`src/rtl/outpass_n_pipe_config.sv`:
```
// Configurable output-pass BEL: per-channel bypass, programmable delay line,
// CE-gated sample-and-hold or registered rising-edge pulse, with synchronous reset.
module outpass_n_pipe_config #(
  parameter int unsigned NUM_CH       = 4,
  parameter int unsigned DEPTH_W      = 2,
  parameter int unsigned NoConfigBits = 16
) (
  input  logic                    UserCLK,
  input  logic                    UserRST,
  input  logic [NUM_CH-1:0]       I,
  input  logic                    CE,
  output logic [NUM_CH-1:0]       O,
  input  logic [NoConfigBits-1:0] ConfigBits
);

  localparam int unsigned MaxD   = 2 ** DEPTH_W;
  localparam int unsigned FieldW = 2 + DEPTH_W;

  logic [MaxD-1:0]   sr_q [NUM_CH];
  logic [MaxD-1:0]   sr_d [NUM_CH];
  logic [NUM_CH-1:0] hold_q, hold_d;
  logic [NUM_CH-1:0] prev_q, prev_d;
  logic [NUM_CH-1:0] pulse_q, pulse_d;

  // Reset wins over CE and data; the delay line shifts regardless of mode and CE.
  always_comb begin
    hold_d  = hold_q;
    prev_d  = prev_q;
    pulse_d = '0;
    for (int k = 0; k < NUM_CH; k++) begin
      sr_d[k] = '0;
      if (!UserRST) begin
        sr_d[k]    = {sr_q[k][MaxD-2:0], I[k]};
        hold_d[k]  = CE ? I[k] : hold_q[k];
        prev_d[k]  = CE ? I[k] : prev_q[k];
        pulse_d[k] = CE & I[k] & ~prev_q[k];
      end else begin
        hold_d[k]  = 1'b0;
        prev_d[k]  = 1'b0;
        pulse_d[k] = 1'b0;
      end
    end
  end

  always_ff @(posedge UserCLK) begin
    for (int k = 0; k < NUM_CH; k++) begin
      sr_q[k] <= sr_d[k];
    end
    hold_q  <= hold_d;
    prev_q  <= prev_d;
    pulse_q <= pulse_d;
  end

  // Output mux follows config combinationally; registers are never flushed on a change.
  always_comb begin
    O = '0;
    for (int k = 0; k < NUM_CH; k++) begin
      logic [1:0]         mode;
      logic [DEPTH_W-1:0] dsel;
      mode = ConfigBits[k*FieldW +: 2];
      dsel = ConfigBits[k*FieldW + 2 +: DEPTH_W];
      case (mode)
        2'd0:    O[k] = I[k];
        2'd1:    O[k] = sr_q[k][dsel];
        2'd2:    O[k] = hold_q[k];
        default: O[k] = pulse_q[k];
      endcase
    end
  end

endmodule

```
`config.mk`:
```
export PLATFORM = sky130hd
export DESIGN_NAME = outpass_n_pipe_config
export DESIGN_NICKNAME = d
export VERILOG_FILES = /design/src/rtl/outpass_n_pipe_config.sv
export SDC_FILE = /design/constraint.sdc
export NUM_CORES = 1
export LEC_CHECK = 0
export CELL_PAD_IN_SITES_DETAIL_PLACEMENT = 1
export CELL_PAD_IN_SITES_GLOBAL_PLACEMENT = 1
export CORE_MARGIN = 5
export CORE_UTILIZATION = 40
export CTS_BUF_LIST = sky130_fd_sc_hd__clkbuf_4 sky130_fd_sc_hd__clkbuf_8
export DETAILED_ROUTE_END_ITERATION = 12
export HOLD_SLACK_MARGIN = 0.02
export MAX_ROUTING_LAYER = met4
export PLACE_DENSITY = 0.95
export SLEW_MARGIN = 20
export SYNTH_ARGS = -nofsm -noshare
export SYNTH_HDL_FRONTEND = slang
export SYNTH_SLANG_ARGS = --single-unit
```
`constraint.sdc`:
```
create_clock -name UserCLK -period 3.2 [get_ports UserCLK]
set_input_delay 0.96 -clock UserCLK [delete_from_list [all_inputs] [get_ports UserCLK]]
set_output_delay 0.96 -clock UserCLK [all_outputs]
set_load 0.01 [all_outputs]
```
==> impl_metrics.toml, run 1 <==
[place]
pre_cts_slack_ns = -0.6639
io_buffers = 26
place.gp.congestion = 0.6897
placedCellCount = 118
place_area_sq_um = 1176
dp_hpwl_um = 1591

[timing]
min_period_ns = 3.117
tns_ns = 0
grt_setup_unrepaired = "no"
fin_skew_ns = 0.001168
holdWs_ns = 0.4605
maxSlewHeadroom_pct = 80.36
drv_slew = 0
worst_slack_ns = 0.08309
max_freq_mhz = 320.8
tightest_slew_ns = 0.2937
hold_violations = 0
period_share_pct = 97.40
finalSetupViolations = 0

[power_and_ir_drop]
clkPwrFrac_pct = 23.9
total_power_uw = 516.1
ir_worst_vdd_uv = 298.4
p_int_uw = 405.2
power.switching_uw = 110.9
pwr_density_cell_nw_per_um2 = 437.9
power_leakage_nw = 0.4729
p_sw_share_pct = 21.48
combPwrFrac_pct = 14.7
power.share.sequential_pct = 61.3

[setup_path]
crit_arrival_ns = 2.16
ff2ff_setup_slack_ns = 2.54
critPathKind = "in2out"
cp_max_fo = 1
critPathLaunchType = "primary input"
regToRegEndpoint = "pulse_q[1]"
endpoint = "O[3]"
crit_start = "ConfigBits[14]"
cp.required_ns = 2.24
end_kind = "output pin"
r2r_start = "prev_q[1]"
reg2reg_depth = 1

[outcome]
outcome = "completed"

[logic_synthesis]
yosysSeqAreaShare_pct = 55.65
ys_ff_latch = 24
synth-edff-count = 0
synth_top_cell_by_area = "dfxtp_1"
ys_top_cells_by_count = "dfxtp_1, nor2b_1, mux4_2"
synth_cells = 64
syn_nets = 87
synth_top_area_share_pct = 55.65
syn_avg_cell_area_sq_um = 13.49
yosysUniqueCellTypes = 8
synthArstFlopShare_pct = 0
ys_warn_count = 0
synth_flop_cell = "dfxtp_1"
yosys-top-cells-area = "dfxtp_1, mux4_2, nor2b_1"
syn-cell-area_sq_um = 863.3
yosysMostFrequentCell = "dfxtp_1"

[cts]
htreeDepth = 1
cts.sinks = 24
hold_buffers = 0
cts_setup_buffers = 0
cts_tree = "done"
cts_root_buffer = "clkbuf_4"
cts_buffer_depth = 2
cts-buffers-inserted = 3
clkLatencyLatePin_ns = 0.30
clk_pin_slew_ns = 0.12

[drt]
firstDrtPassIters = 2
num_vias = 595
drtAntennaViolNets = 0
route.detailed.drc = 0
wl_um = 1989
drt-initial-drc-count = 2
via_per_inst = 4.917
wl_per_cell_um = 16.44

[cells_and_area]
fin_cells = 121
nets = 119
fin_util_pct = 58.88
area_delta_synth_final_pct = 36.52
drive_above_1_share_pct = 24.47
num_antenna_cells = 0
fin_area_sq_um = 1179

[floorplan]
die_h_um = 56.46
start_util_pct = 43.13
core_sq_um = 2002
pin_count = 27
std_cell_rows = 16
dieArea_sq_um = 3187
die_w_um = 56.46

[grt]
grt_pass1_wl_um = 3381
grt-ovfl-total = 0
grt_pass1_vias = 694
grt_max_degree = 22
grt_usage_pct = 13.96
antenna_found_initial = 0

[run]
cap_viol_max_count = 0

[worst_hold_path]
holdCritPathClass = "reg2reg"
==> layout by cell type (no fill, tap or decap) <==
| master | netlist | final |
|---|---|---|
| dfxtp_1 | 24 | 24 |
| nor2b_1 | 16 | 16 |
| clkdlybuf4s50_1 | 0 | 14 |
| mux4_2 | 8 | 8 |
| mux2i_1 | 4 | 4 |
| nor2_1 | 4 | 4 |
| nor3b_1 | 4 | 4 |
| dlygate4sd2_1 | 0 | 4 |
| buf_6 | 0 | 4 |
| buf_4 | 0 | 4 |
| clkbuf_4 | 0 | 3 |
| buf_2 | 0 | 3 |
| nand2b_1 | 1 | 1 |
| clkbuf_2 | 0 | 1 |
==> layer usage <==
layer  GRT usage (%)  share of wire, %
met1           15.48                40
met4           4.068              0.50
met5               -                 0
met3           3.440               4.8
met2           24.59                55
==> repair_timing <==
item	CTS	global route
endpoints found under the setup margin	4	2
gates cloned	0	0
gates resized for setup	37	2
==> final cells by class <==
cell class | instances | area, sq um
repair buffers | 30 | 270.3
multi-input cells | 37 | 371.6
flip-flops and latches | 24 | 480.5
well taps | 27 | 33.78
clock buffers | 3 | 22.52
fillers | 214 | 823.3
==> flip-flops by register name, summed over array words and instances, names as in the netlist <==
name     flops
sr_q        16
prev_q       4
pulse_q      4
==> cell families (layout without fill, tap and decap cells) <==
kind of cell,count (synthesis),after routing,synth area share (%)
multiplexers,12,12,25.51
buffers and inverters,3,33,1.304
AND/OR/NAND/NOR,25,25,17.54
flip-flops,24,24,55.65
==> power groups by stage <==
| stage | Sequential [mW] | Combinational (mW) | Clock, mW |
|---|---|---|---|
| after floorplan | 0.321 | 0.0322 | 0 |
| after global placement | 0.323 | 0.0759 | 0 |
| after detailed placement | 0.324 | 0.0793 | 0 |
| after CTS | 0.317 | 0.0780 | 0.127 |
| after global routing | 0.318 | 0.0821 | 0.137 |
| final | 0.317 | 0.0761 | 0.123 |
==> how the worst min path moves through the flow <==
stage	start	endpoint	slack [ns]	depth (start not counted)
2_1_floorplan	prev_q[0]	pulse_q[0]	0.41	1
5_1_grt	sr_q[2][2]	sr_q[2][3]	0.49	1
6_report	prev_q[2]	pulse_q[2]	0.46	1
3_5_place_dp	prev_q[2]	pulse_q[2]	0.45	1
4_1_cts	prev_q[2]	pulse_q[2]	0.47	1
3_3_place_gp	prev_q[3]	pulse_q[3]	0.43	1
==> critical path, stage by stage <==
cell and delay (ns):
buf_2 0.09, mux4_2 0.49, mux4_2 0.48, buf_6 0.14
Note: power is estimated with default switching activity, not from simulation.
==> run 2: changes to the inputs <==
--- a/config.mk
+++ b/config.mk
@@ -8,13 +8,12 @@
 export CELL_PAD_IN_SITES_DETAIL_PLACEMENT = 1
 export CELL_PAD_IN_SITES_GLOBAL_PLACEMENT = 1
 export CORE_MARGIN = 5
-export CORE_UTILIZATION = 40
+export CORE_UTILIZATION = 37
 export CTS_BUF_LIST = sky130_fd_sc_hd__clkbuf_4 sky130_fd_sc_hd__clkbuf_8
 export DETAILED_ROUTE_END_ITERATION = 12
 export HOLD_SLACK_MARGIN = 0.02
 export MAX_ROUTING_LAYER = met4
-export PLACE_DENSITY = 0.95
-export SLEW_MARGIN = 20
+export PLACE_DENSITY = 0.89
 export SYNTH_ARGS = -nofsm -noshare
 export SYNTH_HDL_FRONTEND = slang
 export SYNTH_SLANG_ARGS = --single-unit
==> constraint.sdc (replaced) <==
create_clock -name UserCLK -period 2.9 [get_ports UserCLK]
set_input_delay 0.87 -clock UserCLK [delete_from_list [all_inputs] [get_ports UserCLK]]
set_output_delay 0.87 -clock UserCLK [all_outputs]
set_load 0.01 [all_outputs]
==> impl_metrics.toml, run 2 (synthesized netlist as in run 1, its figures left out) <==
[power_and_ir_drop]
clkPwrFrac_pct = 28.5
p_sw_share_pct = 21.42
p_int_uw = 479.7
power.switching_uw = 130.8
ir_worst_vdd_uv = 361.5
combPwrFrac_pct = 14.2
power_leakage_nw = 0.4931
pwr_density_cell_nw_per_um2 = 497.8
power.share.sequential_pct = 57.3

[place]
placedCellCount = 120
io_buffers = 26
dp_hpwl_um = 1494
place.gp.congestion = 0.6314
pre_cts_slack_ns = -0.8085

[cells_and_area]
largest_reg_flops = 16
largestRegisters = "sr_q (16), prev_q (4), pulse_q (4)"
drive_above_1_share_pct = 26.04
fin_util_pct = 55.43
final_common_cell = "dfxtp_1"
fillers = 234
area_delta_synth_final_pct = 42.03
top_register = "sr_q"
final_cell_mix = "dfxtp_1, nor2b_1, clkdlybuf4s50_1"
fin_cells = 124
num_antenna_cells = 0
nets = 120

[floorplan]
core_sq_um = 2212
std_cell_rows = 17
pin_count = 27
die_h_um = 58.31
dieArea_sq_um = 3399
die_w_um = 58.31
start_util_pct = 39.03

[timing]
maxSlewHeadroom_pct = 81.44
period_share_pct = 100.1
tns_ns = -0.002104
hold_violations = 0
min_period_ns = 2.902
fin_skew_ns = 0.008345
grt_setup_unrepaired = "yes"
tightest_slew_ns = 0.2775
worst_slack_ns = -0.002104
max_freq_mhz = 344.6
finalSetupViolations = 1
drv_slew = 0
holdWs_ns = 0.4623

[cts]
clk_pin_slew_ns = 0.12
cts_setup_buffers = 0
cts.sinks = 24
cts_tree = "done"
clkLatencyLatePin_ns = 0.32
hold_buffers = 0
htreeDepth = 1
cts_root_buffer = "clkbuf_4"
cts-buffers-inserted = 3
cts_buffer_depth = 2

[drt]
drtAntennaViolNets = 0
route.detailed.drc = 0
num_vias = 593
via_per_inst = 4.782
wl_per_cell_um = 15.30
firstDrtPassIters = 2
drt-initial-drc-count = 1
wl_um = 1897

[worst_hold_path]
holdCritPathClass = "reg2reg"

[grt]
grt-ovfl-total = 0
antenna_found_initial = 0
grt_usage_pct = 13.46
grt_max_degree = 22
grt_pass1_wl_um = 3167
grt_pass1_vias = 693

[setup_path]
critPathLaunchType = "primary input"
cp_max_fo = 1
critPathKind = "in2out"
crit_arrival_ns = 2.03
end_kind = "output pin"
cp.required_ns = 2.03

[run]
cap_viol_max_count = 0

[outcome]
outcome = "finished, violations left"
violations = "negative setup slack"
-- run 2: changes by cell type in the layout (fill, tap and decap cells not counted) --
cell      delta
clkbuf_8     +1
buf_2        -3
clkbuf_2     -1
buf_4        +1
buf_6        +4
-- run 2: final cells by class --
cell class              instances  area (sq um)  share of cell area, %
clock buffers                   4         36.28                  2.959
multi-input cells              37         371.6                  30.31
flip-flops and latches         24         480.5                  39.18
repair buffers                 31         302.8                  24.69
well taps                      28         35.03                  2.857
-- run 2: path summary, 6_finish.rpt --
check                       from    endpoint  slack [ns]  depth (start not counted)
setup / recovery  ConfigBits[14]        O[3]      -0.002                          4
hold / removal         prev_q[0]  pulse_q[0]        0.46                          1
setup reg to reg       prev_q[3]   prev_q[3]        2.24                          2
hold reg to reg        prev_q[0]  pulse_q[0]        0.46                          1
-- run 2: critical path, stage by stage --
cell and delay [ns]:
buf_6 0.07, mux4_2 0.48, mux4_2 0.47, buf_6 0.14
-- run 2: per-stage QoR --
stage	power, mW	cell area (sq um)
floorplan	0.3895	863.3
global placement	0.4409	1185
detailed placement	0.4447	1185
CTS	0.6210	1226
global route	0.6437	1226
finish	0.6104	1226
-- run 2: timing repair --
| item | CTS | global route |
|---|---|---|
| endpoints found under the setup margin | 4 | 4 |
| gates resized for setup | 44 | 0 |
| pin swaps | 0 | 0 |
| endpoints found under the hold margin | 0 | 0 |
-- run 2: metal layers --
| metal | share of wire [%] | wire, um | track usage (%) |
|---|---|---|---|
| met5 | 0 | 0 | - |
| met4 | 2.8 | 53 | 7.947 |
| met3 | 6.0 | 114 | 3.728 |
| met2 | 54 | 1029 | 23.92 |
| met1 | 37 | 699 | 12.82 |
-- run 2: power groups by stage --
stage               combinational (mW)  sequential (mW)  clock (mW)
global placement                0.0849            0.356           0
global route                    0.0935            0.352       0.199
floorplan                       0.0356            0.354           0
detailed placement              0.0878            0.357           0
CTS                             0.0888            0.350       0.182
finish                          0.0869            0.350       0.174
